[config.mk]
export PLATFORM = sky130hd
export DESIGN_NAME = bloom_rule_writer
export DESIGN_NICKNAME = d
export VERILOG_FILES = /design/src/rtl/bloom_rule_writer.sv
export SDC_FILE = /design/constraint.sdc
export NUM_CORES = 1
export LEC_CHECK = 0
export CAP_MARGIN = 5
export CORE_ASPECT_RATIO = 1.4
export CORE_MARGIN = 3
export CORE_UTILIZATION = 60
export DETAILED_ROUTE_END_ITERATION = 16
export GPL_ROUTABILITY_DRIVEN = 0
export PLACE_DENSITY_LB_ADDON = 0.12
export SYNTH_ARGS = -nofsm -noshare
export SYNTH_HDL_FRONTEND = slang
export SYNTH_SLANG_ARGS = --single-unit
[constraint.sdc]
create_clock -name clk -period 9.8 [get_ports clk]
set_input_delay 1.47 -clock clk [delete_from_list [all_inputs] [get_ports clk]]
set_output_delay 1.47 -clock clk [all_outputs]
set_load 0.005 [all_outputs]
[src/rtl/bloom_rule_writer.sv]
// Bloom filter programming path: hashes accepted rule tuples with the lookup-path
// mix and issues single-bit set writes; also sweeps the whole filter clear on request.
module bloom_rule_writer #(
  parameter int IDX_W = 10,
  parameter int CNT_W = 16
) (
  input  logic             clk,
  input  logic             reset,
  input  logic             rule_valid,
  output logic             rule_ready,
  input  logic [71:0]      rule_ip_protocol,
  input  logic [15:0]      rule_src_port,
  input  logic [15:0]      rule_dst_port,
  input  logic             clear_req,
  output logic             bf_wr_en,
  output logic [IDX_W-1:0] bf_wr_idx,
  output logic             bf_wr_val,
  output logic             ins_done,
  output logic             clear_done,
  output logic             busy,
  output logic [CNT_W-1:0] rule_count
);

  typedef enum logic [1:0] {IDLE, MIX, WRITE, CLEAR} state_t;

  state_t       state;
  logic         clear_pend;
  logic [31:0]  a, b, c;
  logic [2:0]   step;
  logic [IDX_W:0] sweep;
  logic [31:0]  hash;
  logic         unused_bits;

  function automatic logic [31:0] rol(input logic [31:0] x, input int unsigned k);
    return (x << k) | (x >> (32 - k));
  endfunction

  assign hash        = (c ^ b) - rol(b, 24);
  assign unused_bits = ^{rule_ip_protocol[71:32], rule_dst_port[15:8], hash[31:IDX_W]};
  assign rule_ready  = !reset && (state == IDLE) && !clear_req && !clear_pend;
  assign busy        = (state != IDLE);

  always_ff @(posedge clk or posedge reset) begin
    if (reset) begin
      state      <= IDLE;
      clear_pend <= 1'b0;
      a          <= '0;
      b          <= '0;
      c          <= '0;
      step       <= '0;
      sweep      <= '0;
      bf_wr_en   <= 1'b0;
      bf_wr_idx  <= '0;
      bf_wr_val  <= 1'b0;
      ins_done   <= 1'b0;
      clear_done <= 1'b0;
      rule_count <= '0;
    end else begin
      bf_wr_en   <= 1'b0;
      bf_wr_idx  <= '0;
      bf_wr_val  <= 1'b0;
      ins_done   <= 1'b0;
      clear_done <= 1'b0;
      case (state)
        IDLE: begin
          // Outputs are registered, so index 0 is issued on the way into CLEAR.
          if (clear_req || clear_pend) begin
            state      <= CLEAR;
            clear_pend <= 1'b0;
            bf_wr_en   <= 1'b1;
            sweep      <= (IDX_W+1)'(1);
          end else if (rule_valid) begin
            a     <= 32'hdeadbef8 + rule_ip_protocol[31:0];
            b     <= 32'hdeadbef1 + {16'h0000, rule_src_port};
            c     <= 32'hdeadbef8 + {24'h000000, rule_dst_port[7:0]};
            step  <= '0;
            state <= MIX;
          end
        end
        MIX: begin
          if (clear_req) clear_pend <= 1'b1;
          step <= step + 3'd1;
          // Step 0 is the seed-settle cycle that fixes the write at 8 cycles after acceptance.
          case (step)
            3'd1: c <= (c ^ b) - rol(b, 14);
            3'd2: a <= (a ^ c) - rol(c, 11);
            3'd3: b <= (b ^ a) - rol(a, 25);
            3'd4: a <= (a ^ c) - rol(c, 4);
            3'd5: b <= (b ^ a) - rol(a, 14);
            3'd6: begin
              bf_wr_en  <= 1'b1;
              bf_wr_val <= 1'b1;
              bf_wr_idx <= hash[IDX_W-1:0];
              ins_done  <= 1'b1;
              if (rule_count != '1) rule_count <= rule_count + CNT_W'(1);
              state     <= WRITE;
            end
            default: ;
          endcase
        end
        WRITE: begin
          if (clear_req || clear_pend) begin
            state      <= CLEAR;
            clear_pend <= 1'b0;
            bf_wr_en   <= 1'b1;
            sweep      <= (IDX_W+1)'(1);
          end else begin
            state <= IDLE;
          end
        end
        CLEAR: begin
          if (sweep[IDX_W]) begin
            rule_count <= '0;
            clear_done <= 1'b1;
            state      <= IDLE;
          end else begin
            bf_wr_en  <= 1'b1;
            bf_wr_idx <= sweep[IDX_W-1:0];
            sweep     <= sweep + (IDX_W+1)'(1);
          end
        end
        default: state <= IDLE;
      endcase
    end
  end

endmodule

==> results.json <==
{
  "status": "completed",
  "ioPinCount": 140,
  "synthDistinctLibCells": 91,
  "slew_headroom": 0.293,
  "fp.dieW_um": 135,
  "finalHoldViolations": 0,
  "yosysTopAreaCell": "dfrtp_1",
  "max_cap_violations": 0,
  "hold_end": "sweep[9]",
  "die_h_um": 186,
  "tightestPinTransition_ns": 1.06,
  "vias": 13270,
  "synth_edf_count": 0,
  "initial_core_util": 0.614,
  "clock_path_buffers": 2,
  "route.detailed.drc": 0,
  "grt_pass1_wl_mm": 70.0,
  "avgSynthCellArea_um2": 8.36,
  "die-area_um2": 25100,
  "ys_seq_elements": 142,
  "min_path_cells": 1,
  "synthFlopType": "dfrtp_1",
  "hold_class": "register to register",
  "postRouteAntennaNets": 0,
  "crit_slowest_cell": "nand2_2",
  "routedWlPerCell_um": 22.3,
  "crit_type": "register to register",
  "fin_cells": 2040,
  "hold_start": "sweep[9]",
  "crit_family": "compound AO/OA/AOI/OAI gates",
  "rr_worst_depth": 14,
  "rows": 65,
  "viasPerCell": 6.50,
  "clk_pin_slew_worst_paths_ns": 0.06,
  "drive_gt1_frac": 0.0575,
  "hold_buffers": 0,
  "dp_cells": 2008,
  "r2r-end": "a[27]",
  "post-dp-hpwl_mm": 34.3,
  "max_freq_mhz": 213,
  "syn-num-nets": 1890,
  "worstPathRequired_ns": 10.13,
  "seq_area_frac_synth": 0.255,
  "critPathMaxFanout": 33,
  "cts_sinks": 142,
  "grt_pass1_vias": 12864,
  "synthCells": 1666,
  "regToRegSetupSlack_ns": 5.10,
  "final_core_util": 0.689,
  "cp.arrival_ns": 5.04,
  "synth_top_area_frac": 0.255,
  "postCtsSetupBuffers": 0,
  "synth.area.top_cells": "dfrtp_1 26%, ha_1 10%, xor2_1 9.1%",
  "async_flop_share": 1.00,
  "cts_tree": "built",
  "seq_area_um2": 3550,
  "cp-end-kind": "register",
  "clkLatencyLatePin_ns": 0.46,
  "path_cells": "inv_1 > ha_1 > nand2_2 > mux2i_1 > ha_1 > nor2b_1 > o21a_1 > o21ai_0 > o31ai_1 > o21ai_1 > o21ai_1 > a21oi_1 > nor4_1 > a211o_1",
  "firstDrtPassIters": 5,
  "grt_usage": 0.365,
  "finalCriticalPeriod_ns": 4.70,
  "slew_viol_final": 0,
  "cts_root_buf": "clkbuf_16",
  "grt_max_degree": 83,
  "setup_viol": 0,
  "syn_area_um2": 13900,
  "finalCritPeriodShare": 0.480,
  "antenna_found_initial": 0,
  "multiInputGateArea_um2": 9830,
  "syn_to_final_growth_pct": 12.2,
  "antenna_cells": 0,
  "grt.overflow.total": 0,
  "cts_inserted_buffers": 17,
  "io_buffers": 91,
  "drtIter0Drc": 948,
  "htreeDepth": 4,
  "wirelength_mm": 45.5,
  "fill_cells": 1907,
  "fin_skew_ns": 0.0189,
  "ys_warn_count": 0,
  "nNetsFinal": 1950,
  "rsz0062_at_grt": "no",
  "fin_setup_tns_ns": 0,
  "place_area_um2": 15000,
  "core-area_um2": 22700,
  "fin_area_um2": 15600,
  "cp-start-kind": "register",
  "timing.rr.start": "step[0]",
  "cp.buffers_inverters": 1,
  "cpPeakStageDelay_ns": 0.76,
  "ctsResizeCount": 0
}
worst max-delay path by stage:
stage / cells past startpoint / end / start / slack [ns]
finish: 14 / a[27] / step[0] / 5.10
global route: 14 / a[27] / step[0] / 4.92
CTS: 14 / a[27] / step[0] / 5.26
detailed placement: 14 / a[27] / step[0] / 5.29
global placement: 14 / a[27] / step[0] / 5.37
floorplan: 1 / a[0] / reset / 4.52
routing by layer:
layer | track usage | wire (µm) | vias up
met3 | 0.0716 | 3710 | 232
met5 | 0 | 0 | -
met2 | 0.618 | 21400 | 673
met1 | 0.395 | 16000 | 6222
li1 | - | - | 6143
met4 | 0.297 | 4390 | 0
area by class of cell:
| type | count | area share |
|---|---|---|
| tap | 301 | 0.0241 |
| multi-input combinational | 1396 | 0.629 |
| sequential | 142 | 0.227 |
| clock inverter | 13 | 0.0105 |
| clock buffer | 19 | 0.0283 |
| inverter | 65 | 0.0159 |
| timing repair buffer | 104 | 0.0645 |
Yosys cell counts, drive strengths merged, types with 4 or more instances:
cell type and n:
a22oi 13, nand4 13, nand2 155, inv 65, nor2 126, fa 4
or2 6, and3 26, o31ai 18, o211ai 11, clkbuf 43, nand2b 23
a2111oi 5, a21boi 9, and2 9, a221oi 4, nor3 32, nand3 37
mux2i 68, o41ai 6, a211o 8, o22ai 8, a211oi 14, nor2b 17
ha 112, o22a 15, xor2 145, a21o 47, o21ai 139, a41oi 5
dfrtp 142, nor4 8, or3 12, o21a 23, buf 18, o21bai 13
xnor2 76, mux2 5, a21oi 122, a31oi 22
kinds of logic (layout without fill, tap and decap cells):
family,after synthesis,after routing,synth area share
AO/OA/AOI/OAI,516,516,0.249
XOR/XNOR,221,221,0.139
adder cells (fa/ha/maj),116,116,0.106
buffers and inverters,128,201,0.0403
flip-flops,142,142,0.255
multiplexers,73,73,0.0529
AND/OR/NAND/NOR,470,470,0.157
placed cells by master, fill, tap and decap left out, drive strengths merged, types with 14 or more instances in the layout:
cell type / n
a31oi: 22
nand2: 155
xnor2: 76
o31ai: 18
clkbuf: 19
ha: 112
dfrtp: 142
and3: 26
mux2i: 68
o21ai: 139
inv: 66
nor2: 126
a21o: 47
o22a: 15
nor3: 32
xor2: 145
a21oi: 122
o21a: 23
nor2b: 17
nand2b: 23
nand3: 37
clkdlybuf4s50: 91
a211oi: 14
flip-flops by register name, summed over array words and instances (netlist names):
register	cells
sweep	11
clear_done	1
a	32
bf_wr_idx	10
clear_pend	1
b	32
rule_count	16
ins_done	1
bf_wr_en	1
state	2
c	32
step	3
worst reg2reg max path, stage by stage, from the launching register on:
cell and delay [ns]:
dfrtp_1 0.43, inv_1 0.09, ha_1 0.21, nand2_2 0.76, mux2i_1 0.68, ha_1 0.35
nor2b_1 0.13, o21a_1 0.18, o21ai_0 0.27, o31ai_1 0.18, o21ai_1 0.33, o21ai_1 0.26
a21oi_1 0.37, nor4_1 0.08, a211o_1 0.28
through the flow:
| stage | hold WS (ns) | worst slack (ns) |
|---|---|---|
| after floorplan | 0.462 | 4.52 |
| after global placement | 0.493 | 5.37 |
| after detailed placement | 0.500 | 5.29 |
| after CTS | 0.513 | 5.26 |
| after global routing | 0.549 | 4.92 |
| final | 0.514 | 5.10 |
Power is not shown: default switching activity piles up to over one toggle a cycle in this logic, so the estimate is an artifact.
